$ cat src/rtl/usb_rx_deserializer.sv
`default_nettype none
// ============================================================================
//  Module   : usb_rx_deserializer
//  Purpose  : USB receive stage behind the NRZI decoder. Detects SYNC, drops
//             stuffed bits and assembles LSB-first bytes. Reports each byte,
//             a clean packet end, or a framing/stuffing/overflow error to the
//             packet layer.
//  Ports    : clk, n_rst (async, active-low)
//             d_in, bit_valid, eop       - decoded bit, strobe, SE0 level
//             rx_data / rx_data_valid    - completed byte and its pulse
//             rx_active                  - high while inside a packet
//             rx_done / rx_error         - end-of-packet / abort pulses
//             rx_err_code                - 01 stuff, 10 misaligned EOP,
//                                          11 overflow (held)
//             rx_byte_cnt                - bytes delivered in this packet
//  Revision : 1.0 - initial release
// ============================================================================
module usb_rx_deserializer #(
  parameter int MAX_BYTES = 67
) (
  input  logic       clk,
  input  logic       n_rst,
  input  logic       d_in,
  input  logic       bit_valid,
  input  logic       eop,
  output logic [7:0] rx_data,
  output logic       rx_data_valid,
  output logic       rx_active,
  output logic       rx_done,
  output logic       rx_error,
  output logic [1:0] rx_err_code,
  output logic [6:0] rx_byte_cnt
);

  typedef enum logic [1:0] {
    IDLE      = 2'd0,
    DATA      = 2'd1,
    WAIT_EOP  = 2'd2,
    WAIT_IDLE = 2'd3
  } state_t;

  localparam logic [2:0] c_SYNC_ZEROS = 3'd3;
  localparam logic [2:0] c_ONES_STUFF = 3'd6;
  localparam logic [6:0] c_MAX_BYTES  = 7'(MAX_BYTES);

  state_t     r_state,   w_state;
  logic [2:0] r_zero_cnt, w_zero_cnt;
  logic [2:0] r_ones_cnt, w_ones_cnt;
  logic [3:0] r_bit_cnt,  w_bit_cnt;
  logic [7:0] r_shreg,    w_shreg;
  logic [7:0] r_rx_data,  w_rx_data;
  logic       r_rx_data_valid, w_rx_data_valid;
  logic       r_rx_active, w_rx_active;
  logic       r_rx_done,   w_rx_done;
  logic       r_rx_error,  w_rx_error;
  logic [1:0] r_rx_err_code, w_rx_err_code;
  logic [6:0] r_rx_byte_cnt, w_rx_byte_cnt;

  // Shift register with the current bit inserted, and the incremented count
  logic [7:0] w_ins;
  logic [3:0] w_bit_inc;

  always_comb begin
    w_state         = r_state;
    w_zero_cnt      = r_zero_cnt;
    w_ones_cnt      = r_ones_cnt;
    w_bit_cnt       = r_bit_cnt;
    w_shreg         = r_shreg;
    w_rx_data       = r_rx_data;
    w_rx_data_valid = 1'b0;
    w_rx_done       = 1'b0;
    w_rx_error      = 1'b0;
    w_rx_err_code   = r_rx_err_code;
    w_rx_byte_cnt   = r_rx_byte_cnt;
    w_ins           = r_shreg;
    w_ins[r_bit_cnt[2:0]] = d_in;
    w_bit_inc       = r_bit_cnt + 4'd1;

    case (r_state)
      IDLE: begin
        if (eop) begin
          w_zero_cnt = 3'd0;
        end else if (bit_valid) begin
          if (!d_in) begin
            if (r_zero_cnt != 3'd7) w_zero_cnt = r_zero_cnt + 3'd1;
          end else if (r_zero_cnt >= c_SYNC_ZEROS) begin
            // The SYNC's closing 1 already counts toward the stuffing run
            w_state       = DATA;
            w_ones_cnt    = 3'd1;
            w_bit_cnt     = 4'd0;
            w_rx_byte_cnt = 7'd0;
            w_zero_cnt    = 3'd0;
          end else begin
            w_zero_cnt = 3'd0;
          end
        end
      end

      DATA: begin
        // EOP has priority; a bit arriving with it is dropped
        if (eop) begin
          if (r_bit_cnt == 4'd0) begin
            w_rx_done = 1'b1;
          end else begin
            w_rx_error    = 1'b1;
            w_rx_err_code = 2'b10;
          end
          w_state = WAIT_IDLE;
        end else if (bit_valid) begin
          if (r_ones_cnt == c_ONES_STUFF) begin
            if (!d_in) begin
              w_ones_cnt = 3'd0;
            end else begin
              w_rx_error    = 1'b1;
              w_rx_err_code = 2'b01;
              w_state       = WAIT_EOP;
            end
          end else begin
            w_ones_cnt = d_in ? (r_ones_cnt + 3'd1) : 3'd0;
            if (w_bit_inc == 4'd8) begin
              w_bit_cnt = 4'd0;
              if (r_rx_byte_cnt == c_MAX_BYTES) begin
                w_rx_error    = 1'b1;
                w_rx_err_code = 2'b11;
                w_state       = WAIT_EOP;
              end else begin
                w_rx_data       = w_ins;
                w_rx_data_valid = 1'b1;
                w_rx_byte_cnt   = r_rx_byte_cnt + 7'd1;
              end
            end else begin
              w_shreg   = w_ins;
              w_bit_cnt = w_bit_inc;
            end
          end
        end
      end

      WAIT_EOP: begin
        if (eop) w_state = WAIT_IDLE;
      end

      WAIT_IDLE: begin
        if (!eop) begin
          w_state    = IDLE;
          w_zero_cnt = 3'd0;
        end
      end

      default: w_state = IDLE;
    endcase

    w_rx_active = (w_state == DATA);
  end

  always_ff @(posedge clk or negedge n_rst) begin
    if (!n_rst) begin
      r_state         <= IDLE;
      r_zero_cnt      <= 3'd0;
      r_ones_cnt      <= 3'd0;
      r_bit_cnt       <= 4'd0;
      r_shreg         <= 8'h00;
      r_rx_data       <= 8'h00;
      r_rx_data_valid <= 1'b0;
      r_rx_active     <= 1'b0;
      r_rx_done       <= 1'b0;
      r_rx_error      <= 1'b0;
      r_rx_err_code   <= 2'b00;
      r_rx_byte_cnt   <= 7'd0;
    end else begin
      r_state         <= w_state;
      r_zero_cnt      <= w_zero_cnt;
      r_ones_cnt      <= w_ones_cnt;
      r_bit_cnt       <= w_bit_cnt;
      r_shreg         <= w_shreg;
      r_rx_data       <= w_rx_data;
      r_rx_data_valid <= w_rx_data_valid;
      r_rx_active     <= w_rx_active;
      r_rx_done       <= w_rx_done;
      r_rx_error      <= w_rx_error;
      r_rx_err_code   <= w_rx_err_code;
      r_rx_byte_cnt   <= w_rx_byte_cnt;
    end
  end

  assign rx_data       = r_rx_data;
  assign rx_data_valid = r_rx_data_valid;
  assign rx_active     = r_rx_active;
  assign rx_done       = r_rx_done;
  assign rx_error      = r_rx_error;
  assign rx_err_code   = r_rx_err_code;
  assign rx_byte_cnt   = r_rx_byte_cnt;

endmodule
`default_nettype wire

$ cat config.mk
export PLATFORM = sky130hd
export DESIGN_NAME = usb_rx_deserializer
export DESIGN_NICKNAME = d
export VERILOG_FILES = /design/src/rtl/usb_rx_deserializer.sv
export SDC_FILE = /design/constraint.sdc
export NUM_CORES = 1
export LEC_CHECK = 0
export CELL_PAD_IN_SITES_DETAIL_PLACEMENT = 2
export CELL_PAD_IN_SITES_GLOBAL_PLACEMENT = 2
export CORE_ASPECT_RATIO = 2
export CORE_UTILIZATION = 30
export CTS_CLUSTER_SIZE = 16
export DETAILED_ROUTE_END_ITERATION = 6
export PLACE_DENSITY = 0.75
export SLEW_MARGIN = 20
export SYNTH_ARGS = -nofsm -noshare
export SYNTH_HDL_FRONTEND = slang
export SYNTH_SLANG_ARGS = --single-unit
$ cat constraint.sdc
create_clock -name clk -period 2.5 [get_ports clk]
set_clock_uncertainty 0.2 [all_clocks]
set_input_delay 0.375 -clock clk [delete_from_list [all_inputs] [get_ports clk]]
set_output_delay 0.375 -clock clk [all_outputs]
set_load 0.01 [all_outputs]
* Word-level counts from Yosys, hierarchy flattened *
Cells that the tools add are included.

word-level totals
  bits in registers = 41
  bits of input ports = 5
  output and inout bits = 21
  word-level logic and storage cells = 136

cells by class
  add/subtract/negate cells = 4
  order comparisons = 3
  equal/unequal tests = 23
  muxes and demuxes = 75
  bitwise logic cells = 4
  reductions and logical operators = 15

operators with widths
  cell                                            count
  two-way mux 7 bit                               9
  two-way mux 3 bit                               14
  two-way mux 2 bit                               19
  two-way mux 4 bit                               8
  != test 2 bit (second input constant)           11
  two-way mux 1 bit                               18
  AND reduction 8 bit                             2
  one-hot mux 7 bit (2 select lines)              1
  != test 3 bit (second input constant)           4
  one-hot mux 3 bit (2 select lines)              2
  AND reduction 6 bit                             2
  AND reduction 10 bit                            1
  bitwise mux 8 bit                               1
  one-hot mux 2 bit (4 select lines)              1
  one-hot mux 4 bit (2 select lines)              1
  adder 7 x 1 -> 7 bit (second input constant)    1
  == test 7 bit (second input constant)           1
  adder 3 x 1 -> 3 bit (second input constant)    2
  nonzero test 2 bit                              3
  nonzero test 3 bit                              2
  AND reduction 5 bit                             1
  adder 4 x 1 -> 4 bit (second input constant)    1
  == test 2 x 1 -> 1 bit (second input constant)  2
  == test 2 bit (second input constant)           2
  12 further kinds                                15

* Longest topological paths before layout *
Gate-level depths: netlist (run 1).

  depth in word-level cells = 8
  mapped depth = 9

* Worst setup path before layout (run 1) *
No wires, ideal clock.

  path type = register to register
  start = reg r_zero_cnt[0]
  end = reg r_bit_cnt[3]
  data arrival time = 1.713 ns
  path slack = 0.466 ns
  cell stages (with the launch flop) = 8
  path buffers = 0
  period minus slack after synthesis = 2.034 ns
  cell sequence = dfrtp_1 > ha_1 > ha_1 > a211oi_1 > o2bb2ai_1 > nand2_1 > o41ai_1 > a22o_1

between the ends
  cells in the longest elaborated chain, start to end = 3

RTL lines
  item                                  line  RTL
  start, declared                       47    logic [2:0] r_zero_cnt, w_zero_cnt;
  start signal, assigned                172   r_zero_cnt <= w_zero_cnt;
  >= comparator 3 x 2 -> 1 bit          86    end else if (r_zero_cnt >= c_SYNC_ZEROS) begin
  != test 2 bit (no source line)        -
  AND reduction 8 bit (no source line)  -
  end signal, assigned                  174   r_bit_cnt <= w_bit_cnt;
  end, declared                         49    logic [3:0] r_bit_cnt, w_bit_cnt;

No other way between the ends.
A chain may end at the register's enable or synchronous reset.

* Worst setup path in the final report (run 1) *
  start = reg r_ones_cnt[0]
  end = reg r_rx_data[2], in the netlist rx_data[2]

between the ends
  cells in the longest elaborated chain, start to end = 3

RTL lines
  item                                  line  RTL
  start, declared                       48    logic [2:0] r_ones_cnt, w_ones_cnt;
  start signal, assigned                173   r_ones_cnt <= w_ones_cnt;
  == test 3 bit                         110   if (r_ones_cnt == c_ONES_STUFF) begin
  inverter 1 bit (no source line)       -
  AND reduction 6 bit (no source line)  -
  end signal, assigned                  176   r_rx_data <= w_rx_data;
  end, declared                         51    logic [7:0] r_rx_data, w_rx_data;

No other way between the ends.

==> results.py, run 1 <==
metrics = {
    "yosys": {
        "ys_warn_count": 0,
        "synthMuxAreaShare": 0.0683,
        "synth-xor-area-share": 0,
        "yosys.area_share.simple": 0.180,
        "synthFlopType": "dfrtp_1",
        "yosysMostFrequentCell": "dfrtp_1",
        "synth_compound_area_frac": 0.176,
        "yosysTopAreaCell": "dfrtp_1",
        "syn_area_per_cell_um2": 9.61,
        "syn-num-nets": 236,
        "synth_top_family_by_area": "simple AND/OR/NAND/NOR gates",
        "seq_area_frac_synth": 0.479,
        "ys_top_cells_by_count": "dfrtp_1 (41), nand2_1 (28), o21ai_0 (25)",
        "yosys-top-cells-area": "dfrtp_1 (48%), o21ai_0 (5.8%), nand2_1 (4.9%)",
        "synthArstFlopShare": 1.00,
        "synth_edf_count": 0,
        "synth_adder_area_share": 0.0467,
        "ys_types": 44,
        "yosysTopAreaCellShare": 0.479,
        "netlist_instances": 223,
        "synth.cell_area_mm2": 0.00214,
        "ys_seq_elements": 41,
    },
    "power_and_ir_drop": {
        "swShare": 0.343,
        "p_switching_mw": 0.742,
        "p_leak_nw": 1.22,
        "intPower_mw": 1.42,
        "power.clock.fraction": 0.283,
        "seq_power_share": 0.420,
        "combinationalPowerShare": 0.297,
        "peakVddDrop_uv": 401,
        "power.density_mw_per_mm2": 797,
    },
    "floorplan": {
        "die_x_um": 61.8,
        "ios": 26,
        "die_area_mm2": 0.00751,
        "fp.coreArea_mm2": 0.00694,
        "start_util": 0.309,
        "rows": 43,
        "die_height_um": 122,
    },
    "clock_tree": {
        "clk_pin_slew_ps": 50,
        "numCtsBuffers": 5,
        "clockBufferDepth": 2,
        "postCtsSetupBuffers": 0,
        "clockRootBuffer": "clkbuf_16",
        "cts_sinks": 41,
        "htree_levels": 2,
        "cts_tree": "yes",
        "clk_latency_ps": 290,
    },
    "setup_path": {
        "crit_top_cell": "nand2_1",
        "worstSetupPathType": "flip-flop to flip-flop",
        "start_kind": "flip-flop",
        "arrival_ps": 2210,
        "critPathMaxStageDelay_ps": 520,
        "critPathMaxFanout": 12,
        "path_cells": "inv_1 > ha_1 > nand2_1 > nand4_1 > or3_1 > buf_12 > nand2_1 > o21ai_0",
        "worstSetupEndpointType": "flip-flop",
        "startpoint": "r_ones_cnt[0]",
        "crit-reg2reg-launch": "r_ones_cnt[0]",
        "cp.required_ps": 2460,
        "cpMaxStageDelayCell": "or3_1",
    },
    "grt": {
        "track_usage": 0.180,
        "grt_pass1_vias": 2001,
        "gr-total-overflow": 0,
        "grt_max_degree": 19,
        "antenna_found_initial": 0,
        "grt_pass1_wl_um": 9790,
    },
    "final_layout": {
        "area_growth_pct": 26.5,
        "diodes": 0,
        "nFillCells": 758,
        "nNetsFinal": 275,
        "final_area_mm2": 0.00271,
        "drive_above_1_share": 0.130,
    },
    "place": {
        "gp_congestion": 0.790,
        "place_hpwl_um": 4360,
        "dp_worst_setup_slack_ps": 121,
        "place_area_mm2": 0.00257,
        "port_buffers": 25,
    },
    "routing": {
        "vias_per_cell": 5.15,
        "drt-total-wl_um": 5650,
        "drc": 0,
        "drt-pass1-iter-count": 3,
        "first_iter_violations": 51,
        "postRouteAntennaNets": 0,
        "avgRoutedWirePerCell_um": 16.1,
        "dr_total_vias": 1806,
    },
    "timing": {
        "max_slew_margin": 0.732,
        "finalSetupViolations": 0,
        "tightestPinTransition_ps": 398,
        "max_freq_mhz": 445,
        "report.final.slew_viol_count": 0,
        "report.final.hold_viol_count": 0,
        "layout_min_cycle_time_ps": 2250,
        "tns_ps": 0,
        "rsz0062_at_grt": "no",
        "min_period_over_period": 0.899,
        "worst_slack_ps": 253,
    },
    "min_path": {
        "min_from": "rx_data[5]",
        "hold_path_class": "flip-flop to flip-flop",
    },
    "status": {
        "status": "completed",
    },
    "job": {
        "cap_violations": 0,
    },
}
-- path summary, 6_finish.rpt --
check | end | slack [ps] | cells after the start
worst max-delay path | rx_data[2] | 250 | 8
worst max register to register | rx_data[2] | 250 | 8
worst min register to register | rx_data[5] | 280 | 2
min in group asynchronous | r_bit_cnt[1] | 350 | 2
max in group asynchronous | rx_data[4] | 1170 | 3
worst min-delay path | rx_data[5] | 280 | 2
-- state kept, by name (all words and copies together), names as in the netlist, 2 cells and up --
register / cells
r_ones_cnt: 3
r_zero_cnt: 3
r_state: 2
r_shreg: 8
rx_byte_cnt: 7
r_bit_cnt: 4
rx_err_code: 2
rx_data: 8
-- layer usage --
layer,vias to the layer above,GRT usage,routed length [um]
li1,861,-,-
met1,915,0.189,2110
met2,23,0.328,3320
met3,7,0.0350,99
met4,0,0.0750,132
met5,-,0,0
-- kinds of logic after synthesis --
family                   count (synthesis)
AND/OR/NAND/NOR                         80
multiplexers                            14
flip-flops                              41
AO/OA/AOI/OAI                           59
adder cells (fa/ha/maj)                  8
buffers and inverters                   21
-- layout by cell type, fill, tap and decap left out, types with 2 or more instances in the layout --
cell	count
ha_1	8
clkdlybuf4s50_1	24
inv_1	10
dfrtp_1	41
o41ai_1	2
o21ai_1	2
nor2_1	16
or3_1	5
nor2b_1	2
a21oi_1	12
nand4_1	3
nor3_1	8
and2_1	2
nand2b_1	3
o21a_1	3
nand3_1	6
mux2i_1	9
buf_4	15
nand2_1	28
clkbuf_16	5
o21ai_0	25
mux2_2	5
o22ai_1	3
-- area by class of cell --
class | instances | area, um2 | share of cell area
multi-input cells | 161 | 1010 | 0.374
inverters | 11 | 41.3 | 0.0152
clock inverters | 1 | 5.00 | 0.00185
flip-flops and latches | 41 | 1030 | 0.378
repair buffers | 42 | 388 | 0.143
clock buffers | 5 | 125 | 0.0461
well taps | 90 | 113 | 0.0415
-- metrics by stage --
stage                     std cells  hold slack, ps  utilization  total power [mW]
after floorplan                 223            -121            -              1.31
after global placement          344             117        0.370              1.54
after detailed placement        344             122        0.370              1.57
after CTS                       351             284        0.390              2.20
after global routing            351             318        0.391              2.32
final                           351             276        0.391              2.16
-- critical path, delay by kind of cell (launching register included) --
| kind | cells | cell delay [ps] |
|---|---|---|
| and+or+nand+nor | 4 | 980 |
| adders and majority gates | 1 | 210 |
| AOI/OAI and AO/OA | 1 | 70 |
| buffers and inverters | 2 | 290 |
| DFF | 1 | 380 |
-- power by group through the flow --
stage	clock network, mW	logic [mW]	registers (mW)
floorplan	0	0.441	0.869
global placement	0	0.631	0.911
detailed placement	0	0.656	0.918
CTS	0.629	0.661	0.907
global route	0.653	0.739	0.926
finish	0.612	0.642	0.908
-- repair_timing --
item | CTS | global route
endpoints found under the hold margin | 14 | 0
hold buffers | 1 | 0
setup endpoints to repair | 0 | 2
resized for setup | 0 | 1
No activity file was read; power rests on OpenSTA's default activity.
==> run 2: changes to the inputs <==
- CORE_UTILIZATION: 30 -> 35
- HOLD_SLACK_MARGIN: unset -> 0.02
- PLACE_DENSITY: 0.75 -> 0.84
==> run 2 against run 1 <==
Net effect: the flow now finishes with violations (DRC); first-iteration DRC count shrank 47%; clock power is essentially flat; hold slack improved by 6.5 ps; cell area shrank 2.5%; critical path depth did not move; global-route usage grew 2.9 points; cell count is 8.5% lower; flip-flop and latch count did not move; critical path type unchanged.
==> results.py, run 2 (synthesis results as in run 1) <==
metrics = {
    "routing": {
        "dr_total_vias": 1807,
        "drt-pass1-iter-count": 6,
        "first_iter_violations": 27,
        "vias_per_cell": 5.63,
        "drt-total-wl_um": 5980,
        "drc": 2,
        "avgRoutedWirePerCell_um": 18.6,
        "postRouteAntennaNets": 0,
    },
    "floorplan": {
        "die_height_um": 113,
        "fp.coreArea_mm2": 0.00596,
        "die_area_mm2": 0.00646,
        "ios": 26,
        "rows": 40,
        "die_x_um": 57.3,
        "start_util": 0.360,
    },
    "timing": {
        "min_period_over_period": 0.909,
        "finalSetupViolations": 0,
        "max_freq_mhz": 440,
        "layout_min_cycle_time_ps": 2270,
        "tns_ps": 0,
        "max_slew_margin": 0.604,
        "rsz0062_at_grt": "no",
        "tightestPinTransition_ps": 594,
        "report.final.hold_viol_count": 0,
        "report.final.slew_viol_count": 0,
    },
    "status": {
        "violations": "DRC",
        "status": "finished, violations left",
    },
    "grt": {
        "grt_pass1_vias": 1991,
        "grt_max_degree": 26,
        "track_usage": 0.208,
        "grt_pass1_wl_um": 9970,
        "antenna_found_initial": 0,
        "gr-total-overflow": 0,
    },
    "job": {
        "cap_violations": 0,
    },
    "final_layout": {
        "final_common_cell": "dfrtp_1",
        "area_growth_pct": 23.3,
        "nFillCells": 650,
        "register_area_mm2": 0.00103,
        "utilization": 0.444,
        "diodes": 0,
        "final_cell_mix": "dfrtp_1 (41), nand2_1 (28), o21ai_0 (25)",
        "multi_input_area_mm2": 0.00101,
        "nNetsFinal": 272,
        "drive_above_1_share": 0.120,
    },
    "setup_path": {
        "start_kind": "flip-flop",
        "worstSetupPathType": "flip-flop to flip-flop",
        "critPathMaxFanout": 6,
        "worstSetupEndpointType": "flip-flop",
        "cp.required_ps": 2530,
        "arrival_ps": 2310,
    },
    "clock_tree": {
        "clockRootBuffer": "clkbuf_16",
        "numCtsBuffers": 5,
        "clk_latency_ps": 290,
        "clk_pin_slew_ps": 60,
        "cts_sinks": 41,
        "cts_tree": "yes",
        "htree_levels": 2,
        "clockBufferDepth": 2,
    },
    "place": {
        "port_buffers": 25,
        "gp_congestion": 0.785,
        "place_hpwl_um": 4590,
    },
    "power_and_ir_drop": {
        "power.density_mw_per_mm2": 819,
        "p_leak_nw": 1.20,
        "peakVddDrop_uv": 450,
    },
    "min_path": {
        "hold_path_class": "flip-flop to flip-flop",
    },
}
-- run 2: changes by cell type in the layout (fill, tap and decap cells not counted), sizes merged --
cell,change
buf,-3
-- run 2: worst paths after layout --
path | start | slack [ps] | to | depth (start not counted)
setup / recovery | r_ones_cnt[0] | 230 | rx_byte_cnt[2] | 8
hold / removal | rx_data[3] | 280 | rx_data[3] | 2
setup reg to reg | r_ones_cnt[0] | 230 | rx_byte_cnt[2] | 8
hold reg to reg | rx_data[3] | 280 | rx_data[3] | 2
max in group asynchronous | n_rst | 1110 | rx_byte_cnt[0] | 3
min in group asynchronous | n_rst | 420 | rx_data[1] | 2
-- run 2: area by class of cell --
class	instances	share of cell area
clock inverters	1	0.00189
multi-input cells	161	0.384
clock buffers	5	0.0473
flip-flops and latches	41	0.388
inverters	11	0.0156
well taps	63	0.0298
repair buffers	39	0.134
-- run 2: repair_timing --
action,CTS,global route
hold buffers,1,0
setup endpoints to repair,0,2
buffers inserted,0,0
hold endpoints to repair,23,0
resized for setup,0,1
-- run 2: layer usage --
layer / global-route usage / part of all wire / vias to the layer above
met3: 0.0449 / 0.023 / 8
met4: 0.0829 / 0.019 / 0
met2: 0.399 / 0.59 / 22
li1: - / - / 856
met5: 0 / 0 / -
met1: 0.209 / 0.36 / 921
-- run 2: worst max-delay path: stages, from the launching register on --
cell     delay [ps]
dfrtp_1         390
inv_1            70
ha_1            210
nand2_1         200
nand4_1         240
or3_1           450
buf_4           190
nor2_1          110
o22a_1          140
-- run 2: power breakdown --
part	leakage, nW	internal [mW]	switching [mW]
clock network	0.0655	0.357	0.257
logic	0.577	0.270	0.376
registers	0.553	0.779	0.126
total	1.20	1.41	0.758
-- run 2: metrics by stage --
| stage | worst slack [ps] | power, mW | hold WS [ps] | instances | instance area, um2 |
|---|---|---|---|---|---|
| 3_3_place_gp | 126 | 1.51 | 217 | 314 | 2500 |
| 6_report | 229 | 2.16 | 283 | 321 | 2640 |
| 2_1_floorplan | 466 | 1.31 | -121 | 223 | 2140 |
| 3_5_place_dp | 71.6 | 1.57 | 217 | 314 | 2500 |
| 4_1_cts | 101 | 2.20 | 294 | 321 | 2640 |
| 5_1_grt | 73.2 | 2.30 | 323 | 321 | 2640 |
==> run 3: changes to the inputs <==
- ABC_AREA: unset -> 1
- CORE_UTILIZATION: 35 -> 33
==> run 3 against run 2 <==
Net effect: the flow now finishes without violations; total power is 21% higher; cell count is 23% higher; largest power group unchanged; highest routed layer unchanged; combinational power is 54% higher; core utilization is 1.8 points lower; synthesized cell count is 23% higher; first-iteration DRC count is 96% higher; routed wire length is 3.2% higher.
==> results.py, run 3 <==
metrics = {
    "final_layout": {
        "nNetsFinal": 322,
        "diodes": 0,
        "drive_above_1_share": 0.0844,
        "area_growth_pct": 22.9,
        "final_common_cell": "nand2_1",
        "final_cell_mix": "nand2_1 (80), dfrtp_1 (41), o21ai_0 (36)",
    },
    "yosys": {
        "ys_types": 28,
        "synthArstFlopShare": 1.00,
        "yosysTopAreaCell": "dfrtp_1",
        "syn_area_per_cell_um2": 8.01,
        "ys_warn_count": 0,
        "ys_top_cells_by_count": "nand2_1 (80), dfrtp_1 (41), o21ai_0 (36)",
        "yosysTopAreaCellShare": 0.466,
        "syn-num-nets": 288,
        "netlist_instances": 275,
        "synthFlopType": "dfrtp_1",
        "yosys-top-cells-area": "dfrtp_1 (47%), nand2_1 (14%), o21ai_0 (8.2%)",
        "synth_edf_count": 0,
        "ys_seq_elements": 41,
        "synth.cell_area_mm2": 0.00220,
        "seq_area_frac_synth": 0.466,
        "yosysMostFrequentCell": "nand2_1",
    },
    "floorplan": {
        "die_x_um": 59.8,
        "die_height_um": 118,
        "rows": 41,
        "ios": 26,
        "start_util": 0.346,
        "die_area_mm2": 0.00702,
        "fp.coreArea_mm2": 0.00636,
    },
    "status": {
        "status": "completed",
    },
    "routing": {
        "drc": 0,
        "avgRoutedWirePerCell_um": 15.7,
        "first_iter_violations": 53,
        "postRouteAntennaNets": 0,
        "vias_per_cell": 5.08,
        "drt-pass1-iter-count": 4,
        "dr_total_vias": 2002,
        "drt-total-wl_um": 6170,
    },
    "clock_tree": {
        "cts_resized": 0,
        "cts_tree": "yes",
        "htree_levels": 2,
        "clk_pin_slew_ps": 60,
        "clk_latency_ps": 280,
        "clockRootBuffer": "clkbuf_16",
        "clockBufferDepth": 2,
        "cts_sinks": 41,
        "numCtsBuffers": 5,
    },
    "power_and_ir_drop": {
        "power.density_mw_per_mm2": 966,
        "seq_power_share": 0.392,
        "swShare": 0.385,
        "power.clock.fraction": 0.228,
        "combinationalPowerShare": 0.380,
        "p_leak_nw": 1.34,
        "finalPower_mw": 2.61,
        "p_switching_mw": 1.01,
        "peakVddDrop_uv": 501,
        "intPower_mw": 1.61,
    },
    "place": {
        "port_buffers": 25,
        "gp_congestion": 0.842,
        "place_hpwl_um": 4690,
        "dp_worst_setup_slack_ps": 275,
    },
    "setup_path": {
        "cp.required_ps": 2450,
        "worstSetupEndpointType": "flip-flop",
        "critPathMaxStageDelay_ps": 430,
        "path_cells": "ha_1 > ha_1 > nor2_1 > nand2_1 > a21oi_1 > nor2_1 > nand2_1 > inv_1 > nand3_1 > o21ai_0",
        "start_kind": "flip-flop",
        "worstSetupPathType": "flip-flop to flip-flop",
        "critPathMaxFanout": 5,
        "arrival_ps": 2020,
        "cpMaxStageDelayCell": "dfrtp_1",
    },
    "grt": {
        "grt_pass1_wl_um": 10700,
        "track_usage": 0.201,
        "grt_max_degree": 42,
        "grt_pass1_vias": 2292,
        "antenna_found_initial": 0,
        "gr-total-overflow": 0,
    },
    "timing": {
        "report.final.slew_viol_count": 0,
        "worst_slack_ps": 426,
        "max_freq_mhz": 482,
        "rsz0062_at_grt": "no",
        "min_period_over_period": 0.830,
        "finalSetupViolations": 0,
        "tns_ps": 0,
        "max_slew_margin": 0.648,
        "layout_min_cycle_time_ps": 2070,
        "tightestPinTransition_ps": 528,
        "report.final.hold_viol_count": 0,
    },
    "job": {
        "cap_violations": 0,
    },
    "min_path": {
        "hold_path_class": "flip-flop to flip-flop",
    },
}
run 3: cell types whose count changed in the layout (fill, tap and decap cells not counted), moves of 9 or more:
| cell | before | now |
|---|---|---|
| nand3_1 | 6 | 22 |
| o21ai_0 | 25 | 36 |
| inv_1 | 10 | 26 |
| mux2i_1 | 9 | 0 |
| nand2_1 | 28 | 80 |
| buf_4 | 13 | 4 |
run 3: layout make-up:
class | count | area, um2
clock buffer | 5 | 125
clock inverter | 1 | 5.00
fill | 756 | 3650
inverter | 28 | 105
multi-input combinational | 203 | 1050
sequential | 41 | 1030
tap | 86 | 108
timing repair buffer | 30 | 285
run 3: final timing paths:
path	from	cells after the start	to	slack (ps)
max	r_zero_cnt[0]	10	r_bit_cnt[1]	430
min	rx_err_code[1]	2	rx_err_code[1]	310
max reg2reg	r_zero_cnt[0]	10	r_bit_cnt[1]	430
min reg2reg	rx_err_code[1]	2	rx_err_code[1]	310
max in group asynchronous	n_rst	3	rx_data_valid	1230
min in group asynchronous	n_rst	3	rx_data[5]	500
run 3: logic make-up (layout without fill, tap and decap cells):
logic type	count (synthesis)	count (layout)	synth area share
xor+xnor	5	5	0.0199
flops	41	41	0.466
fa+ha+maj	8	8	0.0455
compound gates	48	48	0.114
buf+inv	31	64	0.0563
simple gates	142	142	0.299
run 3: layer usage:
| layer | track usage | up-vias | wire length (um) |
|---|---|---|---|
| li1 | - | 962 | - |
| met2 | 0.380 | 21 | 3700 |
| met4 | 0.0785 | 0 | 129 |
| met5 | 0 | - | 0 |
| met3 | 0.0330 | 9 | 88 |
| met1 | 0.204 | 1010 | 2260 |
run 3: worst max-delay path, delay by kind of cell (launching register included):
family	cells	cell delay, ps
adders and majority gates	2	430
AOI/OAI and AO/OA	2	230
DFF	1	430
and+or+nand+nor	5	510
buffers and inverters	1	130
run 3: what timing repair did:
| action | CTS | global route |
|---|---|---|
| hold buffers | 1 | 0 |
| endpoints found under the hold margin | 41 | 0 |
| setup buffers | 0 | 0 |
run 3: power groups by stage:
stage	clock [mW]	combinational, mW	sequential [mW]
4_1_cts	0.624	1.02	1.03
5_1_grt	0.641	1.13	1.05
3_5_place_dp	0	1.01	1.04
6_report	0.596	0.994	1.03
3_3_place_gp	0	0.949	1.02
2_1_floorplan	0	0.548	1.04
run 3: metrics by stage:
| step | util | area (um2) | hold WS [ps] | cells |
|---|---|---|---|---|
| after global placement | 0.403 | 2570 | 279 | 387 |
| after CTS | 0.425 | 2710 | 316 | 394 |
| final | 0.425 | 2710 | 307 | 394 |
| after detailed placement | 0.403 | 2570 | 279 | 387 |
| after floorplan | - | 2200 | -121 | 275 |
| after global routing | 0.425 | 2710 | 338 | 394 |
